`config.mk`:
```
export PLATFORM = sky130hd
export DESIGN_NAME = spoc_perm_sched
export DESIGN_NICKNAME = d
export VERILOG_FILES = /design/src/rtl/spoc_perm_sched_pkg.sv /design/src/rtl/spoc_perm_sched_ctr.sv /design/src/rtl/spoc_perm_sched.sv
export SDC_FILE = /design/constraint.sdc
export NUM_CORES = 1
export LEC_CHECK = 0
export ABC_AREA = 1
export ABC_CLOCK_PERIOD_IN_PS = 1400
export BUFFER_PORTS_ARGS = -buffer_cell sky130_fd_sc_hd__buf_4
export CAP_MARGIN = 10
export CORE_AREA = 2 2 39 41
export CTS_CLUSTER_DIAMETER = 100
export DETAILED_ROUTE_END_ITERATION = 6
export DIE_AREA = 0 0 41 43
export PLACE_DENSITY_LB_ADDON = 0.05
export SKIP_LAST_GASP = 1
export SYNTH_ARGS = -nofsm -noshare
export SYNTH_HDL_FRONTEND = slang
export SYNTH_SLANG_ARGS = --single-unit
```
`constraint.sdc`:
```
create_clock -name clk -period 1.4 [get_ports clk]
set_input_delay 0.07 -clock clk [delete_from_list [all_inputs] [get_ports clk]]
set_output_delay 0.07 -clock clk [all_outputs]
set_load 0.05 [all_outputs]
```
`src/rtl/spoc_perm_sched_pkg.sv`:
```
// ============================================================================
// spoc_perm_sched_pkg
// This package holds the shared constants, index widths and FSM encoding for
// the SpoC-64 permutation scheduler.
// Rev 1.0 - initial release
// ============================================================================
`default_nettype none

package spoc_perm_sched_pkg;

    localparam int SPOC_NUM_STEPS       = 18;
    localparam int SPOC_ROUNDS_PER_STEP = 6;
    localparam int STEP_IDX_W           = 5;
    localparam int RND_IDX_W            = 3;

    typedef enum logic [1:0] {
        ST_IDLE  = 2'd0,
        ST_ROUND = 2'd1,
        ST_MIX   = 2'd2,
        ST_DONE  = 2'd3
    } perm_state_e;

endpackage

`default_nettype wire

```
`src/rtl/spoc_perm_sched_ctr.sv`:
```
// ============================================================================
// spoc_step_round_ctr
// This module contains the scheduler FSM and the nested round/step counter.
// The round counter advances by UNROLL and the step counter advances by one.
// Terminal-count flags drive the state transitions.
// Rev 1.0 - initial release
// ============================================================================
`default_nettype none

module spoc_step_round_ctr
    import spoc_perm_sched_pkg::*;
#(
    parameter int NUM_STEPS       = SPOC_NUM_STEPS,
    parameter int ROUNDS_PER_STEP = SPOC_ROUNDS_PER_STEP,
    parameter int UNROLL          = 1
) (
    input  logic                  clk,
    input  logic                  rst,
    input  logic                  start,
    output logic                  busy,
    output logic                  en_round,
    output logic                  en_step_mix,
    output logic [RND_IDX_W-1:0]  round_idx,
    output logic [STEP_IDX_W-1:0] step_idx,
    output logic                  perm_done
);

    localparam logic [RND_IDX_W-1:0]  RND_INC   = RND_IDX_W'(UNROLL);
    localparam logic [RND_IDX_W-1:0]  RND_LAST  = RND_IDX_W'(ROUNDS_PER_STEP - UNROLL);
    localparam logic [STEP_IDX_W-1:0] STEP_LAST = STEP_IDX_W'(NUM_STEPS - 1);

    perm_state_e           state_q, state_d;
    logic [RND_IDX_W-1:0]  round_q, round_d;
    logic [STEP_IDX_W-1:0] step_q,  step_d;
    logic                  round_last_w;
    logic                  step_last_w;

    assign round_last_w = (round_q == RND_LAST);
    assign step_last_w  = (step_q  == STEP_LAST);

    always_ff @(posedge clk or negedge rst) begin
        if (!rst) begin
            state_q <= ST_IDLE;
            round_q <= '0;
            step_q  <= '0;
        end else begin
            state_q <= state_d;
            round_q <= round_d;
            step_q  <= step_d;
        end
    end

    // Outputs decode only registered state, so start never reaches them combinationally.
    always_comb begin
        state_d     = state_q;
        round_d     = round_q;
        step_d      = step_q;
        busy        = 1'b0;
        en_round    = 1'b0;
        en_step_mix = 1'b0;
        perm_done   = 1'b0;
        round_idx   = round_q;
        step_idx    = step_q;
        case (state_q)
            ST_IDLE: begin
                if (start) begin
                    state_d = ST_ROUND;
                    round_d = '0;
                    step_d  = '0;
                end
            end
            ST_ROUND: begin
                busy     = 1'b1;
                en_round = 1'b1;
                if (round_last_w) begin
                    round_d = '0;
                    state_d = ST_MIX;
                end else begin
                    round_d = round_q + RND_INC;
                end
            end
            ST_MIX: begin
                busy        = 1'b1;
                en_step_mix = 1'b1;
                if (step_last_w) begin
                    state_d = ST_DONE;
                end else begin
                    step_d  = step_q + STEP_IDX_W'(1);
                    state_d = ST_ROUND;
                end
            end
            ST_DONE: begin
                busy      = 1'b1;
                perm_done = 1'b1;
                step_d    = '0;
                state_d   = ST_IDLE;
            end
            default: begin
                state_d   = ST_IDLE;
                round_d   = '0;
                step_d    = '0;
                round_idx = '0;
                step_idx  = '0;
            end
        endcase
    end

endmodule

`default_nettype wire

```
`src/rtl/spoc_perm_sched.sv`:
```
// ============================================================================
// spoc_perm_sched
// This is the top-level sequencer for the SpoC-64 sLiSCP-light permutation.
// Defining SPOC_PERM_CNT_EN adds the perm_count completed-permutation counter.
// Rev 1.0 - initial release
// ============================================================================
`default_nettype none

module spoc_perm_sched
    import spoc_perm_sched_pkg::*;
#(
    parameter int NUM_STEPS       = SPOC_NUM_STEPS,
    parameter int ROUNDS_PER_STEP = SPOC_ROUNDS_PER_STEP,
    parameter int UNROLL          = 1
) (
    input  logic                  clk,
    input  logic                  rst,
    input  logic                  start,
    output logic                  busy,
    output logic                  en_round,
    output logic                  en_step_mix,
    output logic [RND_IDX_W-1:0]  round_idx,
    output logic [STEP_IDX_W-1:0] step_idx,
    output logic                  perm_done
`ifdef SPOC_PERM_CNT_EN
    ,
    output logic [15:0]           perm_count
`endif
);

    spoc_step_round_ctr #(
        .NUM_STEPS       (NUM_STEPS),
        .ROUNDS_PER_STEP (ROUNDS_PER_STEP),
        .UNROLL          (UNROLL)
    ) u_ctr (
        .clk         (clk),
        .rst         (rst),
        .start       (start),
        .busy        (busy),
        .en_round    (en_round),
        .en_step_mix (en_step_mix),
        .round_idx   (round_idx),
        .step_idx    (step_idx),
        .perm_done   (perm_done)
    );

`ifdef SPOC_PERM_CNT_EN
    logic [15:0] perm_count_q;

    // An aborted run never reaches DONE, so a reset mid-run leaves no count behind.
    always_ff @(posedge clk or negedge rst) begin
        if (!rst) begin
            perm_count_q <= '0;
        end else if (perm_done) begin
            perm_count_q <= perm_count_q + 16'd1;
        end
    end

    assign perm_count = perm_count_q;
`endif

endmodule

`default_nettype wire
```
==> results.sh <==
export IMPL_p_int_mw=0.4520
export IMPL_area_delta_synth_final_pct=30.55
export IMPL_critPathCaptureType="output port"
export IMPL_worstPathArrival_ns=1.22
export IMPL_vias=498
export IMPL_finalClockSkew_ns=0.004821
export IMPL_fin_area_sq_um=743.2
export IMPL_ant_nets=0
export IMPL_cts_htree_levels=1
export IMPL_routabilityCongestion=0.7228
export IMPL_fin_crit_sh_pct=92.38
export IMPL_routed_wl_microns=1134
export IMPL_fp_row_count=14
export IMPL_yosysTopAreaCell="dfrtp_1"
export IMPL_cts_tree="built"
export IMPL_worst_slew_pin_slew_ns=0.2577
export IMPL_cts_root_buf="clkbuf_4"
export IMPL_mappedNetlistNets=75
export IMPL_syn_cell_area_sq_um=569.3
export IMPL_timing_slew_headroom_pct=82.64
export IMPL_fillers=138
export IMPL_hold_viol=0
export IMPL_critPathKind="flip-flop to output port"
export IMPL_pre_cts_ws_ns=0.1573
export IMPL_pwr_share_clk_pct=46.9
export IMPL_synthTopCellsByArea="dfrtp_1, nand2_1, o21ai_0, inv_1, ha_1"
export IMPL_cts_buffers=3
export IMPL_crit_fanout=6
export IMPL_p_comb_share_pct=2.2
export IMPL_hold_class="primary input to asynchronous set/reset pin"
export IMPL_dieArea_sq_mm=0.001763
export IMPL_swShare_pct=20.28
export IMPL_dieHeight_microns=43
export IMPL_worst_slack_ns=0.1067
export IMPL_dp_final_hpwl_microns=862.1
export IMPL_clk_pin_slew_ns=0.07
export IMPL_final_setup_tns_ns=0
export IMPL_grt_max_degree=11
export IMPL_ys_warnings_count=0
export IMPL_final_cell_mix="nand2_1, buf_4, inv_1, dfrtp_1, o21ai_0"
export IMPL_required_ns=1.33
export IMPL_max_freq_ghz=0.7732
export IMPL_dr_pass1_iters=4
export IMPL_power_density_mw_per_mm2=763.0
export IMPL_wl_per_cell_microns=10.80
export IMPL_io_pins=15
export IMPL_synth_area_per_cell_sq_um=8.133
export IMPL_fin_nets=95
export IMPL_vdd_ir_drop_max_mv=0.4746
export IMPL_via_per_inst=4.743
export IMPL_start_kind="flip-flop"
export IMPL_antenna_found_initial=0
export IMPL_clock_latency_ns=0.26
export IMPL_overflow=0
export IMPL_cts_resized=0
export IMPL_start_util_pct=41.14
export IMPL_power_mw=0.5670
export IMPL_ys_ff_latch=10
export IMPL_die_x_microns=41
export IMPL_outcome="finished clean"
export IMPL_mostFrequentLayoutCell="nand2_1"
export IMPL_cts_sinks=10
export IMPL_layout_drive_gt1_share_pct=32.58
export IMPL_switchingPower_mw=0.1150
export IMPL_diodes=0
export IMPL_netlist_instances=70
export IMPL_grt_first_pass_wirelength_microns=1883
export IMPL_drc=0
export IMPL_drtIter0Drc=14
export IMPL_place_area_sq_um=696.9
export IMPL_clk_path_buf_depth=2
export IMPL_fin_crit_ns=1.293
export IMPL_power_leakage_nw=0.3875
export IMPL_yosysTopAreaCellShare_pct=43.96
export IMPL_power_frac_seq_pct=50.9
export IMPL_grt_pass1_vias=441
export IMPL_grt_usage_pct=15.85
export IMPL_rsz0062_at_grt="no"
export IMPL_ys_seq_area_share_pct=43.96
export IMPL_core_area_sq_mm=0.001384
export IMPL_setup_violations=0
export IMPL_cap_violations=0
export IMPL_synth_distinct_cells=16
export IMPL_drv_slew=0
export IMPL_port_buffers=14
-- synth_stat cells, drive strengths merged --
master and n:
o21ai 8, dfrtp 10, nand3 7, nand4 2
or2 1, xor2 2, a21oi 3, inv 11
nand2 19, nor2 5, ha 2
-- critical path, stage by stage, from the launching register on --
cell and delay [ns]:
dfrtp_1 0.48, inv_2 0.09, nor2_4 0.16, buf_4 0.23
-- worst paths after layout --
path / depth (start not counted) / slack (ns) / to / from
worst max register to register: 4 / 0.16 / u_ctr.step_idx[2] / u_ctr.step_idx[0]
worst min register to register: 2 / 0.55 / u_ctr.step_idx[1] / u_ctr.step_idx[1]
min in group clk: 4 / 0.16 / u_ctr.round_idx[1] / start
max in group asynchronous: 2 / 1.08 / u_ctr.step_idx[0] / rst
worst min-delay path: 2 / 0.16 / u_ctr.step_idx[2] / rst
worst max-delay path: 3 / 0.11 / en_round / u_ctr.state_q[0]
-- logic make-up after synthesis --
logic type               share of synthesized area (%)
AND/OR/NAND/NOR                                  30.99
AO/OA/AOI/OAI                                    10.33
buffers and inverters                            7.253
flip-flops                                       43.96
XOR/XNOR                                         3.077
adder cells (fa/ha/maj)                          4.395
-- layer usage --
layer | share of wire (%) | up-vias | global-route usage [%]
met2 | 44 | 15 | 21.25
met1 | 50 | 221 | 23.41
met5 | 0 | - | 0
met4 | 1.1 | 0 | 6.000
li1 | - | 260 | -
met3 | 5.2 | 2 | 4.712
-- sequential cells by signal (all words and copies together), names as in the netlist --
name             cells
u_ctr.state_q        2
u_ctr.step_idx       5
u_ctr.round_idx      3
-- area by class of cell --
type / count / area (sq um) / area share, %
Clock buffer: 4 / 36.28 / 4.882
Inverter: 11 / 41.29 / 5.556
Multi-Input combinational cell: 49 / 277.8 / 37.37
Sequential cell: 10 / 252.7 / 34.01
Tap cell: 16 / 20.02 / 2.694
Timing Repair Buffer: 15 / 115.1 / 15.49
-- stage by stage --
stage	hold WS, ns	instances	utilization [%]
2_1_floorplan	-0.2256	70	-
3_3_place_gp	-0.09126	100	50.36
3_5_place_dp	-0.09201	100	50.36
4_1_cts	0.1467	105	53.71
5_1_grt	0.1731	105	53.71
6_report	0.1566	105	53.71
-- power groups by stage --
| stage | clock [mW] | sequential [mW] | combinational, mW |
|---|---|---|---|
| after detailed placement | 0 | 0.294 | 0.0111 |
| after global placement | 0 | 0.294 | 0.0111 |
| after CTS | 0.272 | 0.288 | 0.0133 |
| final | 0.266 | 0.289 | 0.0127 |
| after global routing | 0.287 | 0.288 | 0.0150 |
| after floorplan | 0 | 0.294 | 0.000590 |
-- timing repair --
item	in CTS	in global routing
hold buffers	1	0
buffers inserted	0	0
hold endpoints to repair	10	0
(Power assumes the default switching activity.)
